--- src/rtl/moore_arb.sv ---
// Round-robin arbiter that time-shares one Moore detector among four requesters.
// Optional per-requester hit counters are built when MOORE_ARB_STATS_EN is defined.
module moore_arb #(
    parameter int         MAX_HOLD = 8,
    parameter logic [1:0] IDLE_SYM = 2'b00
) (
    input  logic        clock,
    input  logic        reset,
    input  logic [3:0]  req,
    input  logic [3:0]  last,
    input  logic [7:0]  sym,
    output logic [3:0]  grant,
    output logic [1:0]  ain,
    output logic        det_rst,
    input  logic        aout_in,
    output logic [3:0]  det_hit,
    output logic [31:0] hit_cnt
);

    typedef enum logic [1:0] {
        IDLE   = 2'd0,
        GRANT  = 2'd1,
        FLUSH1 = 2'd2,
        FLUSH2 = 2'd3
    } state_t;

    localparam logic [7:0] HOLD_LAST = 8'(MAX_HOLD - 1);

    // Returns {found, index}; the requester closest to p (upward, mod 4) wins.
    function automatic logic [2:0] rr_pick(input logic [3:0] r, input logic [1:0] p);
        logic [2:0] res;
        logic [1:0] idx;
        res = 3'b000;
        for (int k = 3; k >= 0; k--) begin
            idx = p + 2'(k);
            if (r[idx]) begin
                res = {1'b1, idx};
            end else begin
                res = res;
            end
        end
        return res;
    endfunction

    function automatic logic [3:0] onehot(input logic [1:0] i);
        return 4'b0001 << i;
    endfunction

    state_t     state_r, state_s;
    logic [1:0] owner_r, owner_s;
    logic [1:0] ptr_r, ptr_s;
    logic [7:0] hold_r, hold_s;
    logic [3:0] grant_r;
    logic       det_rst_r;
    logic [2:0] pick_s;
    logic [1:0] sym_sel_s;
    logic       tenure_end_s;

    assign pick_s       = rr_pick(req, ptr_r);
    assign tenure_end_s = last[owner_r] | ~req[owner_r] | (hold_r == HOLD_LAST);

    // Owner's symbol slice.
    always_comb begin
        sym_sel_s = sym[1:0];
        case (owner_r)
            2'd0:    sym_sel_s = sym[1:0];
            2'd1:    sym_sel_s = sym[3:2];
            2'd2:    sym_sel_s = sym[5:4];
            2'd3:    sym_sel_s = sym[7:6];
            default: sym_sel_s = sym[1:0];
        endcase
    end

    // Next-state, owner, pointer and hold-counter logic.
    always_comb begin
        state_s = state_r;
        owner_s = owner_r;
        ptr_s   = ptr_r;
        hold_s  = hold_r;
        case (state_r)
            IDLE: begin
                if (pick_s[2]) begin
                    state_s = GRANT;
                    owner_s = pick_s[1:0];
                    hold_s  = 8'd0;
                end else begin
                    state_s = IDLE;
                end
            end
            GRANT: begin
                hold_s = hold_r + 8'd1;
                if (tenure_end_s) begin
                    state_s = FLUSH1;
                    ptr_s   = owner_r + 2'd1;
                end else begin
                    state_s = GRANT;
                end
            end
            FLUSH1: begin
                state_s = FLUSH2;
            end
            FLUSH2: begin
                // Back-to-back tenures skip IDLE.
                if (pick_s[2]) begin
                    state_s = GRANT;
                    owner_s = pick_s[1:0];
                    hold_s  = 8'd0;
                end else begin
                    state_s = IDLE;
                end
            end
            default: begin
                state_s = IDLE;
            end
        endcase
    end

    // State and arbitration registers; reset aborts any tenure without flushing.
    always_ff @(posedge clock or posedge reset) begin
        if (reset) begin
            state_r <= IDLE;
            owner_r <= 2'd0;
            ptr_r   <= 2'd0;
            hold_r  <= 8'd0;
        end else begin
            state_r <= state_s;
            owner_r <= owner_s;
            ptr_r   <= ptr_s;
            hold_r  <= hold_s;
        end
    end

    // Registered grant and detector reset, decoded from the next state so they align with it.
    always_ff @(posedge clock or posedge reset) begin
        if (reset) begin
            grant_r   <= 4'b0000;
            det_rst_r <= 1'b1;
        end else begin
            grant_r   <= (state_s == GRANT) ? onehot(owner_s) : 4'b0000;
            det_rst_r <= (state_s == FLUSH2);
        end
    end

    assign grant   = grant_r;
    assign det_rst = det_rst_r;

    // Detector input mux and output routing; FLUSH1 still catches the late aout.
    always_comb begin
        ain     = IDLE_SYM;
        det_hit = 4'b0000;
        case (state_r)
            GRANT: begin
                ain     = sym_sel_s;
                det_hit = onehot(owner_r) & {4{aout_in}};
            end
            FLUSH1: begin
                ain     = IDLE_SYM;
                det_hit = onehot(owner_r) & {4{aout_in}};
            end
            default: begin
                ain     = IDLE_SYM;
                det_hit = 4'b0000;
            end
        endcase
    end

`ifdef MOORE_ARB_STATS_EN
    logic [7:0] cnt_r [4];

    // Saturating per-requester hit counters.
    always_ff @(posedge clock or posedge reset) begin
        if (reset) begin
            for (int i = 0; i < 4; i++) begin
                cnt_r[i] <= 8'h00;
            end
        end else begin
            for (int i = 0; i < 4; i++) begin
                if (det_hit[i] && (cnt_r[i] != 8'hFF)) begin
                    cnt_r[i] <= cnt_r[i] + 8'h01;
                end else begin
                    cnt_r[i] <= cnt_r[i];
                end
            end
        end
    end

    assign hit_cnt = {cnt_r[3], cnt_r[2], cnt_r[1], cnt_r[0]};
`else
    assign hit_cnt = 32'h0000_0000;
`endif

endmodule

--- config.mk ---
export PLATFORM = sky130hd
export DESIGN_NAME = moore_arb
export DESIGN_NICKNAME = d
export VERILOG_FILES = /design/src/rtl/moore_arb.sv
export SDC_FILE = /design/constraint.sdc
export NUM_CORES = 1
export LEC_CHECK = 0
export CORE_MARGIN = 2
export CORE_UTILIZATION = 32
export CTS_BUF_LIST = sky130_fd_sc_hd__clkbuf_2 sky130_fd_sc_hd__clkbuf_4 sky130_fd_sc_hd__clkbuf_8
export DETAILED_ROUTE_END_ITERATION = 10
export GPL_TIMING_DRIVEN = 0
export SYNTH_ARGS = -nofsm -noshare
export SYNTH_HDL_FRONTEND = slang
export SYNTH_SLANG_ARGS = --single-unit
--- constraint.sdc ---
create_clock -name clock -period 3.9 [get_ports clock]
set_clock_uncertainty 0.15 [all_clocks]
set_input_delay 0.78 -clock clock [delete_from_list [all_inputs] [get_ports clock]]
set_output_delay 0.78 -clock clock [all_outputs]
set_load 0.01 [all_outputs]
# ---- Word-level counts from Yosys, hierarchy flattened
# Cells that the tools add are included.
dict set report word_totals {
  output_inout_bits 43
  input_bits 19
  register_bits 19
}
dict set report op_classes {
  bitwise_logic 4
  n_addsub 5
  mux 27
  n_shift 2
  order_cmp 5
  reduce_logical 7
  eq_ne 10
}
# operator n
set ops {}
lappend ops {{8-bit case mux with 2 select lines} 1}
lappend ops {{2-bit by 3-bit less-than comparator with 1-bit output (second input constant)} 5}
lappend ops {{1-bit binary-select mux with 2-bit select} 6}
lappend ops {{3-bit 2-to-1 mux} 4}
lappend ops {{2-bit == test (second input constant)} 5}
lappend ops {{8-bit by 1-bit adder with 8-bit output (second input constant)} 1}
lappend ops {{8-bit by 3-bit == test with 1-bit output (second input constant)} 1}
lappend ops {{2-bit 2-to-1 mux} 4}
lappend ops {{4-bit 2-to-1 mux} 2}
lappend ops {{8-bit 2-to-1 mux} 1}
lappend ops {{2-bit case mux with 4 select lines} 1}
lappend ops {{1-bit by 2-bit left shift with 4-bit output (first input constant)} 2}
lappend ops {{1-bit 2-to-1 mux} 7}
lappend ops {{2-bit by 1-bit == test with 1-bit output (second input constant)} 3}
lappend ops {{2-bit case mux with 3 select lines} 1}
lappend ops {{2-bit by 1-bit adder with 2-bit output (second input constant)} 2}
lappend ops {{2-bit adder (second input constant)} 2}
lappend ops {{4-bit bitwise AND} 1}
lappend ops {{2-bit zero test} 2}
lappend ops {{2-bit AND reduction} 2}
lappend ops {{2-bit OR reduction} 2}
lappend ops {{2-bit by 1-bit != test with 1-bit output (second input constant)} 1}
lappend ops {{1-bit OR} 2}
lappend ops {{2-bit nonzero test} 1}
lappend ops {{1-bit NOT} 1}

# ---- Depth between registers and ports, before layout
dict set report logic_depth {
  word_depth 11
  depth_mapped 7
}

# ---- Least setup slack after synthesis
# Ideal clock, no wire load.
dict set report synth_path {
  path_kind {input port to output port}
  from {in sym[6]}
  to {out ain[0]}
  cell_stages 4
  slack_ns 1.648
  arrival_ns 1.322
  t_required_ns 2.970
  cell_sequence {a222oi_1 > nor2_1 > a21oi_1 > nor2_1}
}
dict set report synth_via {
  elab_chain_len 2
}
# item line
set synth_lines {}
lappend synth_lines {{start, declared} 11} ;# input logic [7:0] sym,
lappend synth_lines {{2-bit case mux with 4 select lines} 65} ;# case (owner_r)
lappend synth_lines {{2-bit 2-to-1 mux} 151} ;# case (state_r)
lappend synth_lines {{end, declared} 13} ;# output logic [1:0] ain,
# Every way passes these cells.

# ---- Worst setup path after layout
dict set report layout_path {
  from {in sym[7]}
  to {out ain[1]}
}
# The elaborated chain is that of the path after synthesis.

==> impl_metrics.json <==
{
  "gp_congestion": 0.753,
  "cp_max_fo": 1,
  "die_y_um": 70.0,
  "grt_usage": 0.109,
  "cts_hold_buf": 0,
  "core_area_um2": 4260,
  "die_w_um": 70.0,
  "crit_path_start": "sym[7]",
  "tightest_slew_ns": 0.697,
  "synth_cell_types": 33,
  "crit_type": "in2out",
  "clk_pin_slew_worst_paths_ns": 0.07,
  "p_sw_w": 0.000435,
  "synth_area_um2": 1400,
  "yosysWarnings": 0,
  "die-area_um2": 4900,
  "mostFrequentLayoutCells": "buf_4, conb_1, clkdlybuf4s50_1",
  "worstHoldStart": "hold_r[1]$_DFFE_PP0P_",
  "ys_seq_area_frac": 0.342,
  "total_power_w": 0.00106,
  "fin_tns_setup_ns": 0,
  "cp.required_ns": 2.97,
  "layout_min_cycle_time_ns": 3.16,
  "cts_resized": 0,
  "cts_tree": "yes",
  "routed_wl_mm": 2.57,
  "placed_cell_area_um2": 1870,
  "nNetsFinal": 239,
  "maxCapViolCount": 0,
  "start_util": 0.327,
  "hpwlAfterDp_mm": 2.08,
  "port_buffers": 29,
  "worstSetupStartpointType": "input pin",
  "fillCellCount": 449,
  "row_count": 24,
  "hp-class": "reg2reg",
  "peakVddDrop_v": 0.000180,
  "setup_viol": 0,
  "clkPwrFrac": 0.131,
  "max_slew_margin": 0.535,
  "p_leak_nw": 0.946,
  "post-route-worst-setup-slack_ns": 0.741,
  "syn_inst": 147,
  "gr-max-usage-layer": "met2",
  "root_buffer": "clkbuf_8",
  "synth_seq_cells": 19,
  "rsz0062_at_grt": "no",
  "worstPathArrival_ns": 2.23,
  "dpl_worst_slack_ns": 0.739,
  "swShare": 0.410,
  "antenna_found_initial": 0,
  "drive_above_1_share": 0.218,
  "numCtsBuffers": 3,
  "whs_ns": 0.383,
  "met2_usage": 0.176,
  "grt_pass1_vias": 978,
  "h-tree-depth": 1,
  "combPwrFrac": 0.578,
  "p_int_w": 0.000628,
  "hold_viol_final": 0,
  "grt.met1_usage": 0.150,
  "seq_area_um2": 477,
  "vias": 1082,
  "slew_violations": 0,
  "multi_input_area_um2": 768,
  "cts_sinks": 19,
  "grt_pass1_wl_mm": 4.35,
  "grt_max_degree": 20,
  "io_pins": 62,
  "wire_per_inst_um": 9.76,
  "drt_iter0_drc": 39,
  "via_per_inst": 4.11,
  "setup.worst_path.end_class": "primary output",
  "avgSynthCellArea_um2": 9.49,
  "grt_overflow": 0,
  "firstDrtPassIters": 4,
  "post_cts_buffers": 0,
  "ant_nets": 0,
  "use_met3": 0.0130,
  "clock_latency_ns": 0.25,
  "status": "completed",
  "power_density_nw_per_um2": 555,
  "regToRegStartpoint": "owner_r[1]$_DFF_PP0_",
  "n_antenna_cell": 0,
  "cts_buffer_depth": 2,
  "min_period_over_period": 0.810,
  "drc": 0,
  "syn_to_final_growth_pct": 37.3,
  "fmax_mhz": 317,
  "fin_area_um2": 1920,
  "sequentialPowerShare": 0.291
}
[cells in the mapped netlist]
library cell / instances / share of area
xor2_1: 6 / 0.038
conb_1: 1 / 0.0027
a21o_1: 1 / 0.0054
and2_1: 4 / 0.018
and3_1: 2 / 0.0090
o21ai_1: 1 / 0.0036
a211oi_1: 2 / 0.011
nand2_1: 9 / 0.024
a222oi_1: 2 / 0.014
or4_1: 1 / 0.0054
nor2b_1: 3 / 0.013
o31a_1: 2 / 0.013
a2111oi_2: 2 / 0.022
o41a_1: 1 / 0.0081
nor2_1: 11 / 0.030
inv_1: 5 / 0.013
inv_2: 2 / 0.0054
o221a_2: 1 / 0.0081
buf_4: 32 / 0.17
o21ai_0: 3 / 0.011
o221ai_1: 1 / 0.0063
a21boi_0: 3 / 0.016
mux4_2: 1 / 0.016
nand3_1: 4 / 0.014
nand4_1: 3 / 0.013
dfstp_2: 1 / 0.019
o41ai_4: 1 / 0.020
mux2_2: 2 / 0.016
nand2b_1: 9 / 0.040
ha_1: 8 / 0.072
a21oi_1: 4 / 0.014
dfrtp_1: 18 / 0.32
nor3_1: 1 / 0.0036
[final timing paths]
path | end | slack, ns | cells after the start
max reg2reg | grant[1]$_DFF_PP0_ | 1.84 | 4
max in group asynchronous | hold_r[1]$_DFFE_PP0P_ | 2.37 | 2
max | ain[1] | 0.74 | 6
min in group asynchronous | state_r[0]$_DFF_PP0_ | 0.79 | 2
min reg2reg | hold_r[1]$_DFFE_PP0P_ | 0.38 | 2
min | hold_r[1]$_DFFE_PP0P_ | 0.38 | 2
[cells by family (layout without fill, tap and decap cells)]
| logic type | count (synthesis) | count (layout) | share of synthesized area |
|---|---|---|---|
| AOI/OAI and AO/OA | 24 | 24 | 0.152 |
| other | 1 | 32 | 0.00269 |
| muxes | 3 | 3 | 0.0323 |
| xor gates and xnor gates | 6 | 6 | 0.0377 |
| DFF | 19 | 19 | 0.342 |
| and+or+nand+nor | 47 | 47 | 0.171 |
| buffers and inverters | 39 | 72 | 0.191 |
| adders and majority gates | 8 | 8 | 0.0718 |
[critical path, cell delays in order]
cell	delay (ns)
clkdlybuf4s50_1	0.40
a222oi_1	0.34
nor2_1	0.07
a21oi_1	0.12
nor2_1	0.05
clkdlybuf4s50_1	0.47
[state kept, by name, indices dropped and copies added, names as in the netlist]
| register | flops |
|---|---|
| owner_r | 2 |
| det_rst | 1 |
| state_r | 2 |
| grant | 4 |
| hold_r | 8 |
| ptr_r | 2 |
[area by class of cell]
type                    instances  area share
multi-input cells             120       0.401
well taps                      52      0.0340
inverters                       7      0.0137
clock buffers                   4      0.0255
flip-flops and latches         19       0.249
repair buffers                 29       0.152
plain buffers                  32       0.125
[power groups by stage]
stage	Sequential, W	Combinational [W]	Clock, W
after floorplan	0.000311	0.000429	0
after global placement	0.000314	0.000621	0
after detailed placement	0.000314	0.000626	0
after CTS	0.000312	0.000627	0.000143
after global routing	0.000324	0.000686	0.000153
final	0.000310	0.000615	0.000139
[per-layer routing]
layer / share of wire / vias to the layer above
li1: - / 570
met1: 0.47 / 473
met2: 0.46 / 37
met3: 0.056 / 2
met4: 0.0097 / 0
met5: 0 / -
[per-stage QoR]
step / util / instances
2_1_floorplan: - / 178
3_3_place_gp: 0.438 / 259
3_5_place_dp: 0.438 / 259
4_1_cts: 0.449 / 263
5_1_grt: 0.449 / 263
6_report: 0.449 / 263
Note: power is estimated with default switching activity, not from simulation.
